--- src/rtl/cache_arbiter.sv ---
// Arbitrates I-cache and D-cache line requests onto a single shared L2 port, one transaction at a time.
// Define CACHE_ARB_RR_EN for round-robin on simultaneous requests; otherwise D has fixed priority.
module cache_arbiter #(
  parameter int ADDR_W = 32,
  parameter int LINE_W = 256
) (
  input  logic              clk,
  input  logic              rst,
  input  logic              i_read,
  input  logic [ADDR_W-1:0] i_address,
  output logic [LINE_W-1:0] i_rdata,
  output logic              i_resp,
  input  logic              d_read,
  input  logic              d_write,
  input  logic [ADDR_W-1:0] d_address,
  input  logic [LINE_W-1:0] d_wdata,
  output logic [LINE_W-1:0] d_rdata,
  output logic              d_resp,
  output logic              l2_read,
  output logic              l2_write,
  output logic [ADDR_W-1:0] l2_address,
  output logic [LINE_W-1:0] l2_wdata,
  input  logic [LINE_W-1:0] l2_rdata,
  input  logic              l2_resp
);

  typedef enum logic [1:0] {IDLE, SERVE_I, SERVE_D} state_t;

  state_t              state_q, state_d;
  logic                last_grant_q, last_grant_d;
  logic                l2_read_q, l2_read_d;
  logic                l2_write_q, l2_write_d;
  logic [ADDR_W-1:0]   addr_q, addr_d;
  logic [LINE_W-1:0]   wdata_q, wdata_d;
  logic                i_pend, d_pend, pick_d;

  assign i_pend = i_read;
  assign d_pend = d_read | d_write;

  always_comb begin
    state_d      = state_q;
    last_grant_d = last_grant_q;
    l2_read_d    = l2_read_q;
    l2_write_d   = l2_write_q;
    addr_d       = addr_q;
    wdata_d      = wdata_q;
`ifdef CACHE_ARB_RR_EN
    // On a tie the side that did not win last time goes next.
    pick_d = d_pend & (~i_pend | ~last_grant_q);
`else
    pick_d = d_pend;
`endif
    case (state_q)
      IDLE: begin
        if (i_pend | d_pend) begin
          state_d      = pick_d ? SERVE_D : SERVE_I;
          last_grant_d = pick_d;
          addr_d       = pick_d ? d_address : i_address;
          wdata_d      = d_wdata;
          // A writeback wins over a fill when the D-cache raises both.
          l2_write_d   = pick_d & d_write;
          l2_read_d    = ~(pick_d & d_write);
        end
      end
      SERVE_I, SERVE_D: begin
        if (l2_resp) begin
          state_d    = IDLE;
          l2_read_d  = 1'b0;
          l2_write_d = 1'b0;
        end
      end
      default: begin
        state_d    = IDLE;
        l2_read_d  = 1'b0;
        l2_write_d = 1'b0;
      end
    endcase
  end

  always_ff @(posedge clk or posedge rst) begin
    if (rst) begin
      state_q      <= IDLE;
      last_grant_q <= 1'b1;
      l2_read_q    <= 1'b0;
      l2_write_q   <= 1'b0;
      addr_q       <= '0;
      wdata_q      <= '0;
    end else begin
      state_q      <= state_d;
      last_grant_q <= last_grant_d;
      l2_read_q    <= l2_read_d;
      l2_write_q   <= l2_write_d;
      addr_q       <= addr_d;
      wdata_q      <= wdata_d;
    end
  end

  // Completion is passed straight through in the L2 response cycle; IDLE masks stray responses.
  assign i_resp     = (state_q == SERVE_I) & l2_resp;
  assign d_resp     = (state_q == SERVE_D) & l2_resp;
  assign i_rdata    = i_resp ? l2_rdata : '0;
  assign d_rdata    = d_resp ? l2_rdata : '0;
  assign l2_read    = l2_read_q;
  assign l2_write   = l2_write_q;
  assign l2_address = addr_q;
  assign l2_wdata   = wdata_q;

endmodule

--- config.mk ---
export PLATFORM = sky130hd
export DESIGN_NAME = cache_arbiter
export DESIGN_NICKNAME = d
export VERILOG_FILES = /design/src/rtl/cache_arbiter.sv
export SDC_FILE = /design/constraint.sdc
export NUM_CORES = 1
export LEC_CHECK = 0
export CORE_AREA = 2 2 545 547
export DETAILED_ROUTE_END_ITERATION = 6
export DIE_AREA = 0 0 547 549
export PLACE_DENSITY = 0.31
export SYNTH_ARGS = -nofsm -noshare
export SYNTH_HDL_FRONTEND = slang
export SYNTH_SLANG_ARGS = --single-unit
export TNS_END_PERCENT = 5
--- constraint.sdc ---
create_clock -name clk -period 28.5 [get_ports clk]
set_clock_uncertainty 0.15 [all_clocks]
set_input_delay 4.275 -clock clk [delete_from_list [all_inputs] [get_ports clk]]
set_output_delay 4.275 -clock clk [all_outputs]
set_load 0.01 [all_outputs]
==> run_results.csv, run 1 <==
group,metric,value,unit
finish,final_nets,3216,
timing,maxSlewViolCount,0,
setup_path,endpoint_kind,"primary output",
finish,fin_cells,6656,
logic_synthesis,synth_seq_cells,292,
drt,num_vias,17790,
floorplanning,io_pins,1386,
setup_path,r2r_start,"state_q[0]",
hold_path,min_to,"l2_address[17]",
drt,post_drt_wl_per_cell,34.33,um
setup_path,cp.required,24080,ps
clock_network,cts_resized,0,
setup_path,reg2reg_slack,24320,ps
logic_synthesis,synth_top_area_share,48.66,%
clock_network,ctsHoldBuffers,0,
grt,grt_pass1_wl,270400,um
floorplanning,dieArea,0.3003,mm2
timing,hold_viol_final,0,
pwr,p_per_area,95.24,mW/mm2
timing,tns,0,ps
finish,fillers,33696,
placed_design,dpl.cell_count,6523,
clock_network,htree_levels,2,
setup_path,worstRegToRegCells,7,
logic_synthesis,synthDistinctLibCells,22,
grt,grt_max_degree,219,
setup_path,worstPathArrival,7870,ps
placed_design,portBuffers,1385,
drt,first_iter_violations,992,
setup_path,critPathMaxFanout,218,
floorplanning,coreArea,0.2950,mm2
clock_network,cts.path.max_buffers,3,
logic_synthesis,ys_seq_area_share,48.66,%
floorplanning,rows,200,
drt,routed_wirelength,228500,um
logic_synthesis,avgSynthCellArea,11.26,um2
logic_synthesis,synth_area,0.01502,mm2
pwr,peakVddDrop,49.30,uV
finish,syn_to_final_growth,131.5,%
grt,grt-ovfl-total,0,
setup_path,cp-startpoint,"l2_resp",
finish,seqCellArea,0.007307,mm2
placed_design,hpwl,204000,um
logic_synthesis,synth_top_cell_by_area,"dfrtp_1",
clock_network,cts_buffers,45,
hold_path,min-delay-path-class,"flip-flop to flip-flop",
clock_network,cts_setup_buffers,0,
pwr,leakage,13.75,nW
floorplanning,die_h,549,um
hold_path,min_from,"l2_address[17]",
timing,relSlewSlack,17.05,%
setup_path,start_kind,"input pin",
finish,final_util,11.78,%
setup_path,path_class,"input pin to primary output",
timing,fin_crit,12290,ps
status,run_status,"finished with violations",
clock_network,cts_root_buf,"clkbuf_16",
grt,grt_use_total,14.64,%
logic_synthesis,synth_warnings,0,
placed_design,gp_congestion,0.9731,
drt,drc,0,
finish,drive_gt1_share,13.25,%
finish,multi_input_area,0.006869,mm2
drt,ant_nets,1,
timing,setup_violations,0,
clock_network,clk_latency,670,ps
timing,rsz0062_at_grt,"false",
clock_network,clk_pin_slew_worst_paths,50,ps
clock_network,cts_sinks,292,
timing,fmax,81.35,MHz
logic_synthesis,synthesis.nets,1918,
floorplanning,start_util,5.089,%
hold_path,holdPathStages,2,
logic_synthesis,synthTopCellsByArea,"dfrtp_1 (49%), and3_1 (21%), mux2_2 (19%)",
grt,antenna_found_initial,198,
pwr,power,3.311,mW
timing,finalCritPeriodShare,43.13,%
status,violations,"antenna violations",
grt,grt_pass1_vias,18226,
drt,dr.pass1.iters,5,
clock_network,cts_tree,"built",
timing,tightest_slew,1244,ps
floorplanning,die_x,547,um
run,cap_violations,0,
logic_synthesis,postSynthCellCount,1333,
setup_path,reg2reg_to,"l2_wdata[9]",
drt,vias_per_cell,2.673,
[where the power goes]
part,switching (mW),internal (mW)
sequential,0.116,0.631
combinational,1.12,0.871
clock,0.250,0.328
total,1.48,1.83
[registers in the layout, indices dropped and copies added (netlist names)]
signal      cells
state_q         2
l2_address     32
l2_read         1
l2_wdata      256
l2_write        1
[cell usage in the layout, fill, tap and decap left out]
master,instances
inv_6,2
inv_1,4
bufinv_16,1
buf_8,1
nor2_4,1
o2bb2ai_1,1
nand2b_1,2
clkinv_8,1
clkinv_16,1
and3_1,512
ha_4,2
clkinvlp_4,3
clkdlybuf4s50_1,1384
clkbuf_16,45
and2_1,2
mux2_2,256
inv_8,1
o31ai_4,1
o22ai_1,1
inv_16,1
clkbuf_1,9
or2_2,1
mux2i_1,32
diode_2,52
clkinv_4,1
dfrtp_1,292
a21oi_1,4
clkinv_2,7
clkbuf_8,10
buf_4,16
ha_1,1
buf_12,2
a2bb2oi_1,1
nand2_1,34
o21ai_0,33
[layer usage]
layer,vias to the layer above,global-route usage [%],part of all wire [%]
met2,1313,23.77,45
met1,8593,16.52,38
met5,-,0,0.12
met3,381,8.352,14
li1,7459,-,-
met4,44,3.180,2.8
[worst max-delay path, stage by stage]
cell	delay, ps
buf_8	530
buf_12	620
buf_4	980
and3_1	350
clkdlybuf4s50_1	550
[through the flow]
step | cell area (um2) | worst slack [ps] | hold WS [ps]
6_report | 34770 | 16210 | 331.3
4_1_cts | 34640 | 16290 | 341.9
3_5_place_dp | 33160 | 16290 | 324.8
3_3_place_gp | 33160 | 16420 | 323.5
5_1_grt | 34670 | 16030 | 367.4
2_1_floorplan | 15020 | 16010 | 331.4
[synthesized netlist by cell type, drive strengths merged]
library cell,number
o21ai,33
a21oi,4
mux2i,32
mux2,256
dfrtp,292
nand2b,2
o22ai,1
clkbuf,116
ha,3
a2bb2oi,1
and3,512
or2,1
o2bb2ai,1
nand2,34
nor2,1
inv,5
buf,36
o31ai,1
and2,2
[cell families (layout without fill, tap and decap cells)]
logic type | Yosys count | in the layout | synth area share (%)
buf+inv | 157 | 1489 | 5.758
compound gates | 41 | 41 | 1.533
fa+ha+maj | 3 | 3 | 0.2500
other cells | 0 | 52 | 0
mux | 288 | 288 | 21.33
simple gates | 552 | 552 | 22.46
flops | 292 | 292 | 48.66
[how the worst max path moves through the flow]
stage / slack, ps / to / cells past startpoint
after floorplan: 16010 / l2_address[0] / 1
after global placement: 16420 / d_rdata[63] / 5
after detailed placement: 16290 / d_rdata[63] / 5
after CTS: 16290 / d_rdata[63] / 5
after global routing: 16030 / d_rdata[63] / 5
final: 16210 / d_rdata[63] / 5
[final cells by class]
class / instances / area share, %
flip-flops and latches: 292 / 21.02
diodes: 52 / 0.3743
well taps: 3939 / 14.18
repair buffers: 1403 / 40.35
clock buffers: 64 / 3.732
multi-input cells: 884 / 19.76
clock inverters: 17 / 0.5182
inverters: 5 / 0.07557
No activity file was read; power rests on OpenSTA's default activity.
==> run 2: changes to the inputs <==
--- a/config.mk
+++ b/config.mk
@@ -5,10 +5,10 @@
 export SDC_FILE = /design/constraint.sdc
 export NUM_CORES = 1
 export LEC_CHECK = 0
-export CORE_AREA = 2 2 545 547
+export CORE_AREA = 2 2 533 535
 export DETAILED_ROUTE_END_ITERATION = 6
-export DIE_AREA = 0 0 547 549
-export PLACE_DENSITY = 0.31
+export DIE_AREA = 0 0 535 537
+export PLACE_DENSITY = 0.32
 export SYNTH_ARGS = -nofsm -noshare
 export SYNTH_HDL_FRONTEND = slang
 export SYNTH_SLANG_ARGS = --single-unit
==> constraint.sdc (replaced) <==
create_clock -name clk -period 11 [get_ports clk]
set_clock_uncertainty 0.15 [all_clocks]
set_input_delay 1.65 -clock clk [delete_from_list [all_inputs] [get_ports clk]]
set_output_delay 1.65 -clock clk [all_outputs]
set_load 0.01 [all_outputs]
==> run_results.csv, run 2 (synthesis results as in run 1) <==
group,metric,value,unit
pwr,peakVddDrop,241.0,uV
hold_path,min-delay-path-class,"flip-flop to flip-flop",
setup_path,reg2reg_slack,7970,ps
setup_path,reg2reg_to,"l2_wdata[221]",
placed_design,gp_congestion,0.9032,
hold_path,min_to,"l2_address[20]",
status,run_status,"complete, no violations",
clock_network,cts_sinks,292,
drt,first_iter_violations,1002,
clock_network,clk_latency,630,ps
clock_network,htree_levels,2,
timing,fmax,158.3,MHz
grt,grt_pass1_vias,17579,
timing,setup_violations,0,
floorplanning,coreArea,0.2813,mm2
clock_network,cts.path.max_buffers,3,
clock_network,cts_buffers,45,
floorplanning,die_x,535,um
pwr,p_per_area,241.0,mW/mm2
floorplanning,io_pins,1386,
grt,grt_use_total,13.45,%
timing,tns,0,ps
setup_path,worstPathArrival,4520,ps
pwr,intPower,4.711,mW
finish,layout_common_cells,"clkdlybuf4s50_1 (1384), and3_1 (512), dfrtp_1 (292), mux2_2 (256), clkbuf_16 (45)",
timing,hold_viol_final,0,
setup_path,worstRegToRegCells,6,
hold_path,holdPathStages,2,
pwr,switching_share,43.21,%
finish,seqCellArea,0.007307,mm2
placed_design,portBuffers,1385,
pwr,leakage,13.69,nW
pwr,power,8.295,mW
grt,antenna_found_initial,169,
clock_network,cts_setup_buffers,0,
grt,grt_max_degree,234,
setup_path,r2r_start,"state_q[0]",
drt,dr.pass1.iters,5,
drt,vias_per_cell,2.733,
setup_path,cp-startpoint,"state_q[1]",
run,cap_violations,0,
finish,fin_cells,6447,
clock_network,clk_pin_slew_worst_paths,60,ps
clock_network,cts_root_buf,"clkbuf_16",
finish,fillers,32128,
grt,grt-ovfl-total,0,
drt,num_vias,17617,
setup_path,start_kind,"flip-flop",
placed_design,hpwl,179300,um
finish,mostFrequentLayoutCell,"clkdlybuf4s50_1",
finish,syn_to_final_growth,129.3,%
finish,multi_input_area,0.006869,mm2
pwr,clockPowerShare,17.3,%
setup_path,endpoint_kind,"primary output",
timing,fin_crit,6315,ps
timing,relSlewSlack,28.29,%
finish,largest_register_ffs,256,
clock_network,ctsHoldBuffers,0,
finish,final_nets,3213,
pwr,power_frac_seq,23.6,%
clock_network,cts_resized,0,
clock_network,cts_tree,"built",
drt,ant_nets,0,
placed_design,dpl.cell_count,6324,
floorplanning,die_h,537,um
setup_path,path_class,"flip-flop to primary output",
drt,routed_wirelength,203100,um
finish,drive_gt1_share,12.91,%
pwr,p_sw,3.584,mW
timing,rsz0062_at_grt,"false",
drt,post_drt_wl_per_cell,31.51,um
timing,maxSlewViolCount,0,
setup_path,critPathMaxFanout,109,
drt,drc,0,
pwr,combPwrFrac,59.1,%
setup_path,cp.required,9200,ps
floorplanning,start_util,5.338,%
floorplanning,dieArea,0.2873,mm2
floorplanning,rows,195,
timing,tightest_slew,1076,ps
timing,finalCritPeriodShare,57.41,%
grt,grt_pass1_wl,241400,um
hold_path,min_from,"l2_address[20]",
## run 2: cell count changes in the layout (fill, tap and decap cells not counted)
cell,change
buf_12,+2
buf_4,-5
clkbuf_1,+1
clkbuf_8,-5
clkinv_2,-1
clkinv_8,-1
clkinvlp_4,+1
diode_2,-4
inv_6,-1
## run 2: how the worst max path moves through the flow
stage / cells after the start / slack [ps] / to
6_report: 6 / 4680 / i_rdata[20]
5_1_grt: 6 / 4340 / i_rdata[20]
4_1_cts: 6 / 4460 / i_rdata[20]
3_5_place_dp: 4 / 5140 / d_rdata[56]
3_3_place_gp: 4 / 5180 / d_rdata[56]
2_1_floorplan: 1 / 1140 / l2_address[0]
## run 2: routing by layer
metal  global-route usage (%)  vias up  part of all wire, %
met3                    10.33      301                   17
met2                    22.14     1167                   46
met5                        0        -                 0.29
met4                    2.354       92                  2.0
met1                    13.56     8627                   34
li1                         -     7430                    -
## run 2: cell type report
cell class,instances,share of cell area (%)
repair buffers,1400,40.76
clock buffers,60,3.580
clock inverters,15,0.4579
inverters,5,0.07632
well taps,3743,13.60
flip-flops and latches,292,21.22
diodes,48,0.3489
multi-input cells,884,19.95
## run 2: metrics by stage
| step | setup WS [ps] | utilization (%) | area (um2) | hold WS (ps) |
|---|---|---|---|---|
| after global routing | 4344 | 12.22 | 34360 | 358.9 |
| after detailed placement | 5144 | 11.70 | 32920 | 322.9 |
| after floorplan | 1138 | - | 15020 | 331.4 |
| final | 4685 | 12.24 | 34430 | 332.0 |
| after CTS | 4464 | 12.20 | 34310 | 336.8 |
| after global placement | 5182 | 11.70 | 32920 | 318.5 |
## run 2: power by group through the flow
stage / logic, mW / registers (mW) / clock network (mW)
6_report: 4.90 / 1.96 / 1.43
5_1_grt: 5.34 / 2.04 / 1.55
4_1_cts: 5.10 / 1.97 / 1.52
3_5_place_dp: 5.07 / 1.98 / 0
3_3_place_gp: 5.09 / 1.96 / 0
2_1_floorplan: 1.62 / 2.17 / 0
## run 2: critical path, cell delays in order (launching register included)
cell	delay, ps
dfrtp_1	420
inv_1	130
ha_4	570
buf_4	700
buf_4	800
and3_1	430
clkdlybuf4s50_1	650
